--- src/rtl/book_cmd_scheduler_pkg.sv ---
// Shared constants for the order-book command scheduler: FSM encodings,
// op/side codes, field width and small decode helpers.
package book_pkg;

    localparam int FIELD_W = 16;

    localparam logic [2:0] ST_IDLE     = 3'd0;
    localparam logic [2:0] ST_START    = 3'd1;
    localparam logic [2:0] ST_RELEASE  = 3'd2;
    localparam logic [2:0] ST_RESP     = 3'd3;
    localparam logic [2:0] ST_WAIT_LOW = 3'd4;

    localparam logic [1:0] OP_ADD    = 2'd0;
    localparam logic [1:0] OP_CANCEL = 2'd1;
    localparam logic [1:0] OP_MATCH  = 2'd2;

    localparam logic SIDE_BUY  = 1'b0;
    localparam logic SIDE_SELL = 1'b1;

    function automatic logic [2:0] onehot3(input logic [1:0] idx);
        case (idx)
            2'd0:    onehot3 = 3'b001;
            2'd1:    onehot3 = 3'b010;
            2'd2:    onehot3 = 3'b100;
            default: onehot3 = 3'b000;
        endcase
    endfunction

    // Pick requester idx's 16-bit slice out of a packed 3-requester bus.
    function automatic logic [FIELD_W-1:0] field_sel(input logic [3*FIELD_W-1:0] bus,
                                                     input logic [1:0] idx);
        case (idx)
            2'd1:    field_sel = bus[2*FIELD_W-1:FIELD_W];
            2'd2:    field_sel = bus[3*FIELD_W-1:2*FIELD_W];
            default: field_sel = bus[FIELD_W-1:0];
        endcase
    endfunction

endpackage

--- src/rtl/book_cmd_scheduler_rr_arb3.sv ---
// Three-way round-robin arbiter: one-hot grant to the first active request
// found searching upward from ptr+1 (mod 3). Purely combinational.
module rr_arb3 (
    input  logic [2:0] req,
    input  logic [1:0] ptr,
    output logic [2:0] grant
);

    always_comb begin
        grant = 3'b000;
        case (ptr)
            2'd0: begin
                if (req[1])      grant = 3'b010;
                else if (req[2]) grant = 3'b100;
                else if (req[0]) grant = 3'b001;
            end
            2'd1: begin
                if (req[2])      grant = 3'b100;
                else if (req[0]) grant = 3'b001;
                else if (req[1]) grant = 3'b010;
            end
            default: begin
                if (req[0])      grant = 3'b001;
                else if (req[1]) grant = 3'b010;
                else if (req[2]) grant = 3'b100;
            end
        endcase
    end

endmodule

--- src/rtl/book_cmd_scheduler.sv ---
// Order-book command scheduler: arbitrates add/cancel/match requesters and
// sequences one command at a time through the book engine handshake.
// Optional engine watchdog enabled by defining BOOK_SCHED_TIMEOUT_EN.
module book_cmd_scheduler
    import book_pkg::*;
#(
    parameter logic [15:0] TIMEOUT_CYCLES = 16'd64
) (
    input  logic        clk,
    input  logic        rst,
    input  logic [2:0]  req_valid,
    output logic [2:0]  req_ready,
    input  logic [2:0]  req_side,
    input  logic [47:0] req_id,
    input  logic [47:0] req_size,
    input  logic [47:0] req_limit,
    output logic        eng_start,
    output logic [1:0]  eng_op,
    output logic        eng_side,
    output logic [15:0] eng_id,
    output logic [15:0] eng_size,
    output logic [15:0] eng_limit,
    input  logic        eng_done,
    input  logic [15:0] eng_success,
    output logic [2:0]  rsp_valid,
    output logic [15:0] rsp_success,
    output logic        rsp_timeout,
    output logic        busy
);

    logic [2:0] state;
    logic [1:0] ptr;
    logic [2:0] grant;
    logic [1:0] win_idx;
    logic       accept;

    rr_arb3 u_arb (
        .req   (req_valid),
        .ptr   (ptr),
        .grant (grant)
    );

    always_comb begin
        win_idx = 2'd0;
        if (grant[1])      win_idx = 2'd1;
        else if (grant[2]) win_idx = 2'd2;
    end

    // Any pending request in IDLE produces a grant, so it is always taken.
    assign accept    = (state == ST_IDLE) && (|req_valid);
    assign req_ready = ((state == ST_IDLE) && !rst) ? grant : 3'b000;
    assign eng_start = (state == ST_START);
    assign busy      = (state != ST_IDLE);
    assign rsp_valid = (state == ST_RESP) ? onehot3(eng_op) : 3'b000;

`ifdef BOOK_SCHED_TIMEOUT_EN
    logic [15:0] tmo_cnt;
    logic        rsp_timeout_q;

    assign rsp_timeout = rsp_timeout_q;

    always_ff @(posedge clk) begin
        if (rst) begin
            state         <= ST_IDLE;
            ptr           <= 2'd2;
            eng_op        <= 2'd0;
            eng_side      <= 1'b0;
            eng_id        <= '0;
            eng_size      <= '0;
            eng_limit     <= '0;
            rsp_success   <= '0;
            rsp_timeout_q <= 1'b0;
            tmo_cnt       <= '0;
        end else begin
            case (state)
                ST_IDLE: begin
                    if (accept) begin
                        state     <= ST_START;
                        eng_op    <= win_idx;
                        ptr       <= win_idx;
                        eng_side  <= req_side[win_idx];
                        eng_id    <= field_sel(req_id, win_idx);
                        eng_size  <= field_sel(req_size, win_idx);
                        eng_limit <= field_sel(req_limit, win_idx);
                        tmo_cnt   <= '0;
                    end
                end
                ST_START: begin
                    tmo_cnt <= tmo_cnt + 16'd1;
                    if (eng_done) begin
                        state         <= ST_RELEASE;
                        rsp_success   <= eng_success;
                        rsp_timeout_q <= 1'b0;
                    end else if (tmo_cnt + 16'd1 == TIMEOUT_CYCLES) begin
                        state <= ST_WAIT_LOW;
                    end
                end
                ST_RELEASE: begin
                    if (!eng_done) state <= ST_RESP;
                end
                ST_RESP: begin
                    state <= ST_IDLE;
                end
                // Engine may complete late; wait for done low before reporting.
                ST_WAIT_LOW: begin
                    if (!eng_done) begin
                        state         <= ST_RESP;
                        rsp_success   <= '0;
                        rsp_timeout_q <= 1'b1;
                    end
                end
                default: state <= ST_IDLE;
            endcase
        end
    end
`else
    assign rsp_timeout = 1'b0;

    // TIMEOUT_CYCLES has no effect in this build; the empty block keeps it referenced.
    if (TIMEOUT_CYCLES == 16'd0) begin : g_timeout_unused
    end

    always_ff @(posedge clk) begin
        if (rst) begin
            state       <= ST_IDLE;
            ptr         <= 2'd2;
            eng_op      <= 2'd0;
            eng_side    <= 1'b0;
            eng_id      <= '0;
            eng_size    <= '0;
            eng_limit   <= '0;
            rsp_success <= '0;
        end else begin
            case (state)
                ST_IDLE: begin
                    if (accept) begin
                        state     <= ST_START;
                        eng_op    <= win_idx;
                        ptr       <= win_idx;
                        eng_side  <= req_side[win_idx];
                        eng_id    <= field_sel(req_id, win_idx);
                        eng_size  <= field_sel(req_size, win_idx);
                        eng_limit <= field_sel(req_limit, win_idx);
                    end
                end
                ST_START: begin
                    if (eng_done) begin
                        state       <= ST_RELEASE;
                        rsp_success <= eng_success;
                    end
                end
                ST_RELEASE: begin
                    if (!eng_done) state <= ST_RESP;
                end
                ST_RESP: begin
                    state <= ST_IDLE;
                end
                default: state <= ST_IDLE;
            endcase
        end
    end
`endif

endmodule
--- config.mk ---
export PLATFORM = sky130hd
export DESIGN_NAME = book_cmd_scheduler
export DESIGN_NICKNAME = d
export VERILOG_FILES = /design/src/rtl/book_cmd_scheduler_pkg.sv /design/src/rtl/book_cmd_scheduler_rr_arb3.sv /design/src/rtl/book_cmd_scheduler.sv
export SDC_FILE = /design/constraint.sdc
export NUM_CORES = 1
export LEC_CHECK = 0
export ABC_AREA = 1
export CORE_AREA = 2 2 104 106
export CTS_BUF_LIST = sky130_fd_sc_hd__clkbuf_4
export DETAILED_ROUTE_END_ITERATION = 10
export DIE_AREA = 0 0 106 108
export HOLD_SLACK_MARGIN = 0.15
export PLACE_DENSITY_LB_ADDON = 0.25
export SLEW_MARGIN = 5
export SYNTH_ARGS = -nofsm -noshare
export SYNTH_HDL_FRONTEND = slang
export SYNTH_SLANG_ARGS = --single-unit
--- constraint.sdc ---
create_clock -name clk -period 2.08 [get_ports clk]
set_input_delay 0.312 -clock clk [delete_from_list [all_inputs] [get_ports clk]]
set_output_delay 0.312 -clock clk [all_outputs]
set_load 0.005 [all_outputs]
# Word level (Yosys, flattened, before mapping)
# Cells that the tools add are included.
dict set report op_classes {
  n_reduce_logical 11
  order_cmp 1
  eq_ne 11
  n_mux 24
}
# operator count
set ops {}
lappend ops {{one-hot mux 16 bit (2 select lines)} 3}
lappend ops {{2-to-1 mux 3 bit} 12}
lappend ops {{one-hot mux 3 bit (3 select lines)} 2}
lappend ops {{== test 2 x 1 -> 1 bit (second input constant)} 3}
lappend ops {{== test 3 x 2 -> 1 bit (second input constant)} 2}
lappend ops {{2-to-1 mux 2 bit} 3}
lappend ops {{one-hot mux 3 bit (2 select lines)} 1}
lappend ops {{== test 2 bit (second input constant)} 2}
lappend ops {{zero test 2 bit} 2}
lappend ops {{!= test 2 bit (second input constant)} 2}
lappend ops {{AND reduction 2 bit} 2}
lappend ops {{== test 3 x 1 -> 1 bit (second input constant)} 1}
lappend ops {{zero test 3 bit} 1}
lappend ops {{< comparator 2 x 3 -> 1 bit (second input constant)} 1}
lappend ops {{AND reduction 3 bit} 1}
lappend ops {{nonzero test 3 bit} 1}
lappend ops {{OR reduction 3 bit} 1}
lappend ops {{binary-select mux 1 bit (select 2 bit)} 1}
lappend ops {{logical AND 1 bit} 2}
lappend ops {{2-to-1 mux 1 bit} 2}
lappend ops {{!= test 2 x 1 -> 1 bit (second input constant)} 1}
lappend ops {{zero test 1 bit} 1}
dict set report word_totals {
  register_bits 72
  elab_cells 55
  in_bits 169
  out_inout_bits 76
}

# Longest topological paths before layout
# Gate-level depths: netlist of the first run.
dict set report depth {
  word_depth 8
  mapped_depth 10
  depth_no_buf 9
}

# Modules after synthesis
# Synthesis of the first run repeated with hierarchy kept, for this count alone.
dict set report unflattened {
  cells_unflattened 672
  hier_area_um2 4026.4
}
# module area_per_inst_um2 instances seq_area_each_um2 cells_per_inst
set by_module_without_submodules {}
lappend by_module_without_submodules {book_cmd_scheduler 3947.5 1 1401.3 657}
lappend by_module_without_submodules {rr_arb3 78.8 1 0.0 15}

# Worst setup path after synthesis of the first run
# Ideal clock, no wire load.
dict set report synth_path {
  path_kind {reg-to-reg}
  startpoint {reg state[0]}
  endpoint {reg eng_id[15]}
  path_buffers 2
  setup_ns 0.109
  stages_incl_launch_ff 10
  arrival_time_ns 1.426
  slack_ns 0.545
  period_less_slack_ns 1.535
  required_time_ns 1.971
  cell_sequence {dfxtp_1 > inv_1 > ha_1 > inv_1 > a21oi_2 > buf_2 > buf_2 > nand4_1 > nand2_1 > inv_1}
}
dict set report synth_via {
  elab_chain_cells 3
}
# item line
set synth_lines {}
lappend synth_lines {{start: declaration} book_cmd_scheduler.sv:31} ;# logic [2:0] state;
lappend synth_lines {{start signal: assignment} book_cmd_scheduler.sv:125} ;# state <= ST_IDLE;
lappend synth_lines {{start signal: assignment} book_cmd_scheduler.sv:137} ;# state <= ST_START;
lappend synth_lines {{start signal: assignment} book_cmd_scheduler.sv:148} ;# state <= ST_RELEASE;
lappend synth_lines {{zero test 3 bit (*)} {book_cmd_scheduler.sv:50, book_cmd_scheduler.sv:134}}
lappend synth_lines {{logical AND 1 bit} book_cmd_scheduler.sv:50} ;# assign accept = (state == ST_IDLE) && (|req_valid);
lappend synth_lines {{AND reduction 2 bit (no line) (*)} n/a}
lappend synth_lines {{end signal: assignment} book_cmd_scheduler.sv:141} ;# eng_id <= field_sel(req_id, win_idx);
lappend synth_lines {{end: declaration} book_cmd_scheduler.sv:20} ;# output logic [15:0] eng_id,
# Every way passes the cells marked *; elsewhere a longest branch is shown, timed or not.
# A chain may end at the register's enable or synchronous reset.

# Worst setup path in the final report of the first run
dict set report layout_path {
  startpoint {reg state[0]}
  endpoint {out rsp_valid[0]}
}
dict set report layout_via {
  elab_chain_cells 2
}
# item line
set layout_lines {}
lappend layout_lines {{== test 3 x 2 -> 1 bit} book_cmd_scheduler.sv:54} ;# assign rsp_valid = (state == ST_RESP) ? onehot3(eng_op) : 3'b000;
lappend layout_lines {{2-to-1 mux 3 bit} book_cmd_scheduler.sv:54}
lappend layout_lines {{end: declaration} book_cmd_scheduler.sv:25} ;# output logic [2:0] rsp_valid,
# Every way passes these cells.

==> impl_metrics.py, run 1 <==
metrics = {
    "final_layout": {
        "synthToLayoutAreaGrowth_pct": 74.3,
        "final_cell_area_mm2": 0.00650,
        "layout.nets": 1013,
        "final_cell_mix": "clkdlybuf4s50_1, nand2_1, nor2_1, dfxtp_1, inv_1",
        "layout-drive-gt1-share": 0.0568,
        "final.fill_count": 951,
        "layout_commonest_cell": "clkdlybuf4s50_1",
        "antenna_cells": 0,
        "final_util": 0.636,
        "fin_cells": 981,
    },
    "clock_tree": {
        "cts_tree": "done",
        "insertion_delay_ns": 0.42,
        "root_buffer": "clkbuf_4",
        "htreeDepth": 3,
        "ctsLongestPathBuffers": 2,
        "cts_made_buffers": 9,
        "holdBufCountCts": 0,
        "cts.sinks": 70,
        "clkTransAtPathRegs_ns": 0.11,
    },
    "worst_setup_path": {
        "crit-reg2reg-launch": "state[1]",
        "endpoint_kind": "output pin",
        "startpoint": "state[0]",
        "start_kind": "flop",
        "path_max_fanout": 3,
        "crit_arrival_ns": 1.69,
        "crit_type": "reg2out",
        "cp.required_ns": 1.77,
    },
    "synth": {
        "netlist.area_leader.share": 0.376,
        "avgSynthCellArea_um2": 6.16,
        "syn-instance-count": 606,
        "yosysUniqueCellTypes": 22,
        "yosysWarningCount": 0,
        "syn_nets": 779,
        "syn_area_mm2": 0.00373,
        "synth_top_area_cell": "dfxtp_1",
        "ys_seq_elements": 70,
        "synth-seq-area-share": 0.376,
        "synth_top_cells_by_area": "dfxtp_1, nand2_1, nor2_1, nand3_1, nand4_1",
    },
    "global_routing": {
        "grt_pass1_wl_um": 21200,
        "use_met1": 0.260,
        "grt_use_met3": 0.0476,
        "grt_overflow": 0,
        "grt_max_degree": 52,
        "antenna_found_initial": 0,
        "busiest_layer": "met2",
        "use_met2": 0.431,
        "grt_pass1_vias": 4486,
        "grt_usage": 0.232,
    },
    "timing": {
        "max_clock_freq_ghz": 0.500,
        "fin_skew_ns": 0.0155,
        "period_share": 0.962,
        "finalSetupViolations": 0,
        "slew_violations": 0,
        "worst_slew_pin_slew_ns": 0.510,
        "min_period_ns": 2.00,
        "rsz0062_at_grt": "false",
        "finalHoldViolCount": 0,
        "max-slew-margin-rel": 0.660,
        "tns_ns": 0,
    },
    "pwr": {
        "total_power_mw": 7.11,
        "ir_drop_mv": 0.681,
        "leakage_nw": 2.96,
        "cellPowerDensity_mw_per_mm2": 1090,
    },
    "die": {
        "fp.dieH_um": 108,
        "die_width_um": 106,
        "rows": 37,
        "die_area_mm2": 0.0114,
        "initial_core_util": 0.365,
        "core_area_mm2": 0.0102,
        "pin_count": 245,
    },
    "detailed_routing": {
        "drtIter0Drc": 228,
        "drc": 0,
        "via_per_inst": 4.77,
        "routed-via-count": 4684,
        "ant_nets": 0,
        "drtPass1Iterations": 4,
        "wl_um": 13700,
        "drt-wirelength-per-cell_um": 13.9,
    },
    "place": {
        "placed_area_mm2": 0.00634,
        "place.port_buffers": 243,
        "dp.cells": 965,
        "gp_congestion": 0.820,
        "dpl.hpwl_um": 10100,
    },
    "hold_path": {
        "min_path_type": "in2reg",
        "hold_start": "rst",
    },
    "flow_run": {
        "cap_viol_max_count": 0,
    },
    "outcome": {
        "status": "completed",
    },
}
[routing by layer]
metal / routed length [um] / vias to the layer above
met5: 0 / -
met4: 247 / 0
met3: 832 / 19
met2: 7230 / 153
met1: 5350 / 2138
li1: - / 2374
[cells in the mapped netlist]
cell / number
nor3_1: 2
mux2i_1: 1
a21oi_2: 1
inv_1: 60
nand2_1: 158
buf_2: 21
nor2_4: 1
o21ai_2: 1
clkbuf_1: 13
dfxtp_1: 70
a21oi_1: 16
o211ai_1: 1
nor2_1: 139
inv_2: 1
nand4_1: 37
nor4_1: 1
nand3_1: 47
buf_4: 5
ha_1: 4
conb_1: 1
o21ai_0: 25
nor2_2: 1
[flip-flops by register name (all words and copies together) (netlist names)]
register / count
state: 2
eng_limit: 16
rsp_success: 16
ptr: 1
eng_size: 16
eng_op: 2
eng_side: 1
eng_id: 16
[critical path, stage by stage, from the launching register on]
cell,delay (ns)
dfxtp_2,0.37
ha_1,0.18
inv_1,0.07
nor3_1,0.13
clkdlybuf4s50_1,0.53
[path summary, 6_finish.rpt]
path / slack, ns / depth (start not counted) / endpoint
setup / recovery: 0.08 / 4 / rsp_valid[0]
setup reg to reg: 0.31 / 10 / eng_limit[0]
hold reg to reg: 0.49 / 2 / rsp_success[2]
hold / removal: 0.40 / 4 / ptr[1]
[report_power, final]
group          total, mW  internal (mW)  switching (mW)
sequential          2.12           1.85           0.275
clock              0.988          0.508           0.481
combinational       4.00           2.00            2.00
total               7.11           4.35            2.76
[timing repair]
| item | in CTS | in global routing |
|---|---|---|
| setup endpoints to repair | 4 | 0 |
| gates resized for setup | 11 | 0 |
| buffers inserted | 0 | 0 |
| endpoints found under the hold margin | 0 | 0 |
[area by class of cell]
class,instances,area (um2),share of cell area
Clock buffer,11,82.6,0.0127
Inverter,61,229,0.0352
Clock inverter,5,73.8,0.0114
Multi-Input combinational cell,436,1940,0.298
Timing Repair Buffer,262,2600,0.400
Tap cell,136,170,0.0262
Sequential cell,70,1410,0.216
[logic make-up after synthesis]
family          Yosys count  share of synthesized area
other cells               1                    0.00101
compound gates           44                     0.0617
fa+ha+maj                 4                     0.0134
buf+inv                 100                      0.113
flops                    70                      0.376
mux                       1                    0.00268
simple gates            386                      0.433
[stage by stage]
step | hold slack [ns] | setup WS (ns)
floorplan | 0.459 | 0.545
CTS | 0.375 | 0.0511
global route | 0.423 | 0.00872
finish | 0.398 | 0.0789
detailed placement | 0.476 | 0.0139
global placement | 0.463 | 0.0382
Power figures use the tool's default switching activity.
==> run 2, diff against run 1 <==
- SKIP_CTS_REPAIR_TIMING: default -> 1
==> run 2 against run 1 <==
- setup slack improved by 0.020 ns
- sequential power about the same
- global-route usage about the same
- die area is the same
- combinational power barely moved
- core utilization increased by 0.31 points
- count of clock-buffer cells in the layout unchanged
- maximum frequency up 1.0%
- worst hold slack lost 0.0011 ns
- critical endpoint is now rsp_valid[1]
- largest power group unchanged
==> impl_metrics.py, run 2 (synthesized netlist as in run 1, its figures left out) <==
metrics = {
    "worst_setup_path": {
        "crit_type": "reg2out",
        "crit_arrival_ns": 1.67,
        "path_max_fanout": 3,
        "startpoint": "state[0]",
        "r2r-end": "eng_limit[0]",
        "endpoint": "rsp_valid[1]",
        "critical-path-top-delay-family": "buffers and inverters",
        "start_kind": "flop",
        "worstPathCellList": "ha_1 > inv_1 > nor3_1 > clkdlybuf4s50_1",
        "cp.depth": 4,
        "endpoint_kind": "output pin",
        "crit-reg2reg-launch": "state[0]",
        "rrSetupSlack_ns": 0.30,
        "cp.required_ns": 1.77,
        "cp_slowest_cell": "clkdlybuf4s50_1",
        "cp_slowest_stage_delay_ns": 0.53,
        "timing.critical_path.buf_inv": 2,
        "ff2ff_path_depth": 10,
    },
    "detailed_routing": {
        "drt-wirelength-per-cell_um": 14.0,
        "ant_nets": 0,
        "via_per_inst": 4.78,
        "routed-via-count": 4690,
        "wl_um": 13700,
        "drtIter0Drc": 236,
        "drc": 0,
        "drtPass1Iterations": 4,
    },
    "outcome": {
        "status": "completed",
    },
    "flow_run": {
        "cap_viol_max_count": 0,
    },
    "pwr": {
        "p_sw_frac": 0.388,
        "p_sw_mw": 2.77,
        "total_power_mw": 7.14,
        "combPwrFrac": 0.563,
        "internal_power_mw": 4.37,
        "leakage_nw": 3.02,
        "power_frac_seq": 0.298,
        "cellPowerDensity_mw_per_mm2": 1090,
        "p_clk_frac": 0.139,
        "ir_drop_mv": 0.689,
    },
    "die": {
        "die_area_mm2": 0.0114,
        "rows": 37,
        "die_width_um": 106,
        "initial_core_util": 0.365,
        "fp.dieH_um": 108,
        "core_area_mm2": 0.0102,
        "pin_count": 245,
    },
    "clock_tree": {
        "root_buffer": "clkbuf_4",
        "htreeDepth": 3,
        "ctsLongestPathBuffers": 2,
        "insertion_delay_ns": 0.41,
        "cts.sinks": 70,
        "cts_tree": "done",
        "clkTransAtPathRegs_ns": 0.11,
        "cts_made_buffers": 9,
    },
    "place": {
        "place.port_buffers": 243,
        "dpl.hpwl_um": 10100,
        "gp_congestion": 0.820,
        "dpl_worst_slack_ns": 0.0139,
    },
    "timing": {
        "finalSetupViolations": 0,
        "finalHoldViolCount": 0,
        "slew_violations": 0,
        "setup_ws_ns": 0.0993,
        "tns_ns": 0,
        "min_period_ns": 1.98,
        "period_share": 0.952,
        "rsz0062_at_grt": "false",
        "max-slew-margin-rel": 0.659,
        "worst_slew_pin_slew_ns": 0.511,
        "max_clock_freq_ghz": 0.505,
        "fin_skew_ns": 0.0111,
    },
    "global_routing": {
        "grt_pass1_wl_um": 21100,
        "grt_pass1_vias": 4478,
        "antenna_found_initial": 0,
        "grt_max_degree": 52,
        "grt_overflow": 0,
        "grt_usage": 0.232,
    },
    "final_layout": {
        "final_util": 0.639,
        "antenna_cells": 0,
        "layout_commonest_cell": "clkdlybuf4s50_1",
        "synthToLayoutAreaGrowth_pct": 75.2,
        "layout-drive-gt1-share": 0.0603,
        "layout.nets": 1014,
        "final_cell_mix": "clkdlybuf4s50_1, nand2_1, nor2_1, dfxtp_1, inv_1",
    },
    "hold_path": {
        "min_path_type": "in2reg",
    },
}
run 2: changes by cell type in the layout (fill, tap and decap cells not counted):
cell             delta
buf_4               +1
dlymetal6s2s_1      +5
nor2_1              -1
clkdlybuf4s50_1     -1
dfxtp_1             -1
dfxtp_4             +1
dlygate4sd2_1       -4
nor2_2              +1
run 2: routing by layer:
layer  GRT usage  wire length (um)  part of all wire  vias up
li1            -                 -                 -     2375
met5           0                 0                 0        -
met4      0.0930               214             0.016        0
met1       0.260              5430              0.40     2139
met3      0.0476               802             0.058       16
met2       0.429              7270              0.53      160
run 2: power groups by stage:
stage          sequential (mW)  combinational (mW)  clock (mW)
2_1_floorplan             2.16                2.05           0
3_3_place_gp              2.11                3.94           0
3_5_place_dp              2.14                4.03           0
4_1_cts                   2.12                4.05        1.02
5_1_grt                   2.19                4.53        1.08
6_report                  2.13                4.02       0.989
run 2: how the worst min path moves through the flow:
stage / from / to / slack, ns / cells after the start
after detailed placement: rsp_success[0] / rsp_success[0] / 0.48 / 2
after global routing: rst / ptr[1] / 0.42 / 4
after CTS: rst / ptr[1] / 0.36 / 4
final: rst / ptr[1] / 0.40 / 4
after floorplan: req_limit[2] / eng_limit[2] / 0.46 / 2
after global placement: rsp_success[7] / rsp_success[7] / 0.46 / 2
run 2: metrics by stage:
stage / instances / hold slack, ns / area, um2
2_1_floorplan: 606 / 0.459 / 3730
3_3_place_gp: 965 / 0.463 / 6340
3_5_place_dp: 965 / 0.476 / 6340
4_1_cts: 981 / 0.364 / 6490
5_1_grt: 982 / 0.423 / 6540
6_report: 982 / 0.397 / 6540
run 2: layout make-up:
cell class              count  area, um2
flip-flops and latches     70       1410
multi-input cells         436       1940
repair buffers            263       2630
clock inverters             5       73.8
clock buffers              11       82.6
inverters                  61        229
fillers                   946       3700
well taps                 136        170
run 2: worst reg2reg max path: cells and delay by family, from the launching register on:
family	cells	cell delay [ns]
buffers and inverters	5	0.56
adder cells (fa/ha/maj)	1	0.20
AND/OR/NAND/NOR	2	0.17
AO/OA/AOI/OAI	2	0.41
flip-flops	1	0.35
==> run 3, diff against run 2 <==
- CORE_AREA: 2 2 104 106 -> 10 10 112 114
- CTS_CLUSTER_DIAMETER: default -> 80
- DIE_AREA: 0 0 106 108 -> 0 0 122 124
==> run 3 against run 2 <==
- sequential cell count stayed put
- sequential power about the same
- clock power increased by 27%
- clock skew shrank 0.0019 ns
- critical path depth up 1
- maximum frequency is 1.5% higher
- cell count grew 0.10%
- largest cell class unchanged
- largest power group unchanged
==> impl_metrics.py, run 3 (synthesized netlist as in run 1, its figures left out) <==
metrics = {
    "outcome": {
        "status": "completed",
    },
    "detailed_routing": {
        "drtPass1Iterations": 4,
        "drt-wirelength-per-cell_um": 16.2,
        "via_per_inst": 4.82,
        "routed-via-count": 4738,
        "drtIter0Drc": 237,
        "wl_um": 16000,
        "drc": 0,
        "ant_nets": 0,
    },
    "worst_setup_path": {
        "crit_arrival_ns": 1.64,
        "crit_type": "reg2out",
        "start_kind": "flop",
        "cp.required_ns": 1.77,
        "endpoint_kind": "output pin",
        "path_max_fanout": 3,
    },
    "pwr": {
        "ir_drop_mv": 0.746,
        "total_power_mw": 7.45,
        "leakage_nw": 3.09,
        "cellPowerDensity_mw_per_mm2": 1130,
    },
    "place": {
        "dpl.hpwl_um": 12200,
        "dpl_worst_slack_ns": 0.0200,
        "place.port_buffers": 243,
        "placed_area_mm2": 0.00636,
        "gp_congestion": 0.904,
    },
    "timing": {
        "holdWs_ns": 0.391,
        "period_share": 0.938,
        "setup_ws_ns": 0.128,
        "min_period_ns": 1.95,
        "max_clock_freq_ghz": 0.512,
        "slew_violations": 0,
        "finalHoldViolCount": 0,
        "max-slew-margin-rel": 0.646,
        "worst_slew_pin_slew_ns": 0.531,
        "fin_skew_ns": 0.00920,
        "tns_ns": 0,
        "rsz0062_at_grt": "false",
        "finalSetupViolations": 0,
    },
    "global_routing": {
        "grt_pass1_vias": 4619,
        "grt_usage": 0.197,
        "antenna_found_initial": 1,
        "grt_pass1_wl_um": 23700,
        "grt_overflow": 0,
        "grt_max_degree": 71,
    },
    "final_layout": {
        "final.fill_count": 913,
        "layout_commonest_cell": "clkdlybuf4s50_1",
        "layout-drive-gt1-share": 0.0556,
        "final_cell_mix": "clkdlybuf4s50_1, nand2_1, nor2_1, dfxtp_1, inv_1",
        "synthToLayoutAreaGrowth_pct": 76.9,
        "layout.nets": 1014,
        "final_cell_area_mm2": 0.00660,
    },
    "clock_tree": {
        "insertion_delay_ns": 0.42,
        "root_buffer": "clkbuf_4",
        "ctsLongestPathBuffers": 2,
        "cts.sinks": 70,
        "clkTransAtPathRegs_ns": 0.12,
        "cts_made_buffers": 9,
        "htreeDepth": 3,
        "cts_tree": "done",
    },
    "hold_path": {
        "min_path_type": "in2reg",
    },
    "die": {
        "rows": 37,
        "die_width_um": 122,
        "fp.dieH_um": 124,
        "pin_count": 245,
        "initial_core_util": 0.365,
        "die_area_mm2": 0.0151,
        "core_area_mm2": 0.0102,
    },
    "flow_run": {
        "cap_viol_max_count": 0,
    },
}
==> run 3: cell count changes in the layout (fill, tap and decap cells not counted), sizes merged <==
cell           before  now
bufinv              2    4
clkbuf             11    9
clkdlybuf4s50     237  235
clkinv              3    1
dlymetal6s2s        5    7
clkinvlp            0    1
diode               0    1
inv                61   62
==> run 3: worst max-delay path, cell delays in order (launching register included) <==
cell,delay (ns)
dfxtp_2,0.35
inv_1,0.10
ha_2,0.19
nand2_1,0.12
nor4_2,0.28
dlymetal6s2s_1,0.17
==> run 3: where the power goes <==
group / internal [mW] / switching [mW] / leakage [nW]
Combinational: 2.00 / 2.07 / 2.40
Clock: 0.735 / 0.523 / 0.107
Sequential: 1.85 / 0.268 / 0.580
Total: 4.58 / 2.86 / 3.09
==> run 3: worst paths after layout <==
path	start	to	cells past startpoint	slack [ns]
max	state[0]	req_ready[0]	5	0.13
min	rst	ptr[1]	4	0.39
max reg2reg	state[0]	eng_size[9]	9	0.33
min reg2reg	rsp_success[15]	rsp_success[15]	2	0.50
==> run 3: layer usage <==
metal | wire length [um] | global-route usage | up-vias
met3 | 1340 | 0.0688 | 28
met4 | 413 | 0.0790 | 0
met5 | 0 | 0 | -
met1 | 5940 | 0.207 | 2161
met2 | 8270 | 0.354 | 177
li1 | - | - | 2372
==> run 3: per-stage QoR <==
stage               instances   util
CTS                       982  0.642
finish                    983  0.645
detailed placement        966  0.621
floorplan                 606      -
global route              983  0.645
global placement          966  0.621
==> run 3: cell type report <==
class | count | area [um2] | share of cell area
timing repair buffer | 263 | 2650 | 0.401
multi-input combinational | 436 | 1940 | 0.294
sequential | 70 | 1400 | 0.213
inverter | 61 | 229 | 0.0347
tap | 136 | 170 | 0.0258
clock inverter | 7 | 145 | 0.0220
clock buffer | 9 | 67.6 | 0.0102
antenna | 1 | 2.50 | 0.000379
==> edit, RTL diff (flow settings as in run 3) <==
Add a define of `BOOK_SCHED_TIMEOUT_EN`.
--- a/src/rtl/book_cmd_scheduler.sv
+++ b/src/rtl/book_cmd_scheduler.sv
@@ -2,4 +2,6 @@
 // sequences one command at a time through the book engine handshake.
 // Optional engine watchdog enabled by defining BOOK_SCHED_TIMEOUT_EN.
+`define BOOK_SCHED_TIMEOUT_EN
+
 module book_cmd_scheduler
     import book_pkg::*;
Function: no difference found for any inputs over 4 cycles, from zero or initial values and one cycle with rst high; that may be too few to reach the edited logic, so the function may still have changed.
==> edit against run 3 <==
Sequential cell count is 18 higher; cell area rose by 11%; critical path depth did not move; utilization increased by 7.3 points; synthesized cell count rose by 7.1%; cell count up 3.9%; setup slack worse by 0.036 ns; largest power group unchanged; sequential power increased by 23%; highest routed layer unchanged; register-to-register slack got worse by 0.10 ns; synthesized area is 22% higher; routed wire length grew 15%; power rose by 6.5%; sequential share of layout area grew 2.9 points.
==> edit: results (changes against run 3) <==
p_seq_mw: 2.59  # +23%
status: "complete, no violations"
max_stage_delay_ns: 0.45  # +0.10 ns
synth_common_cells: "130 x nand2_1, 88 x dfxtp_1, 85 x a21oi_1, 62 x inv_1"
place_inst: 1005  # +4.0%
seqPwrFrac_pct: 32.6  # +4.2 points
yosys.area_share.adder_pct: 0.549  # -0.79 points
placed_area_sq_um: 7140  # +12%
crit_slowest_cell: "clkdlybuf4s50_1"
drtIter0Drc: 366  # +54%
drive_above_1_share_pct: 8.70  # +3.1 points
syn_area_per_cell_sq_um: 7.03  # +14%
cellLeakagePower_nw: 2.98  # -3.3%
nNetsFinal: 1051  # +3.6%
insertion_delay_ns: 0.45  # +0.03 ns
wl_met1_um: 6510  # +9.5%
synth.area.mux_share_pct: 0  # -0.27 points
diodes: 0  # -1
place.gp.congestion: 0.881  # -2.5%
hpwl_um: 14300  # +18%
portBuffers: 244  # +0.41%
synth-compound-area-share_pct: 28.1  # +22 points
dr_wl_met3_um: 1940  # +44%
grt_pass1_wl_um: 28100  # +18%
netlist_top_cells_area: "dfxtp_1 39%, nand2_1 11%, a21oi_1 9.3%"
powerClk_mw: 0.977  # -22%
## edit: changes by cell type in the layout (fill, tap and decap cells not counted), sizes merged, moves of 11 or more
cell    change
nor2      -104
a21oi      +69
o211ai     +39
o22ai      +39
nand4      -33
nand2      -24
o21ai      +24
dfxtp      +18
nand3      -11
## edit: final cells by class
class	instances	area, sq um	area share, %
clock buffers	9	67.6	0.920
well taps	136	170	2.32
inverters	70	265	3.61
multi-input cells	447	2340	31.9
repair buffers	264	2650	36.1
flip-flops and latches	88	1770	24.1
clock inverters	7	77.6	1.06
## edit: logic make-up after synthesis
family          count (synthesis)
compound gates                221
buf+inv                       114
fa+ha+maj                       2
simple gates                  220
flops                          88
xor+xnor                        4
## edit: worst paths after layout
kind	startpoint	endpoint	slack, ns	cells after the start
worst max-delay path	state[1]	busy	0.09	5
worst min-delay path	eng_success[9]	rsp_success[9]	0.39	3
worst max register to register	tmo_cnt[0]	state[0]	0.23	14
worst min register to register	rsp_timeout	rsp_timeout	0.48	2
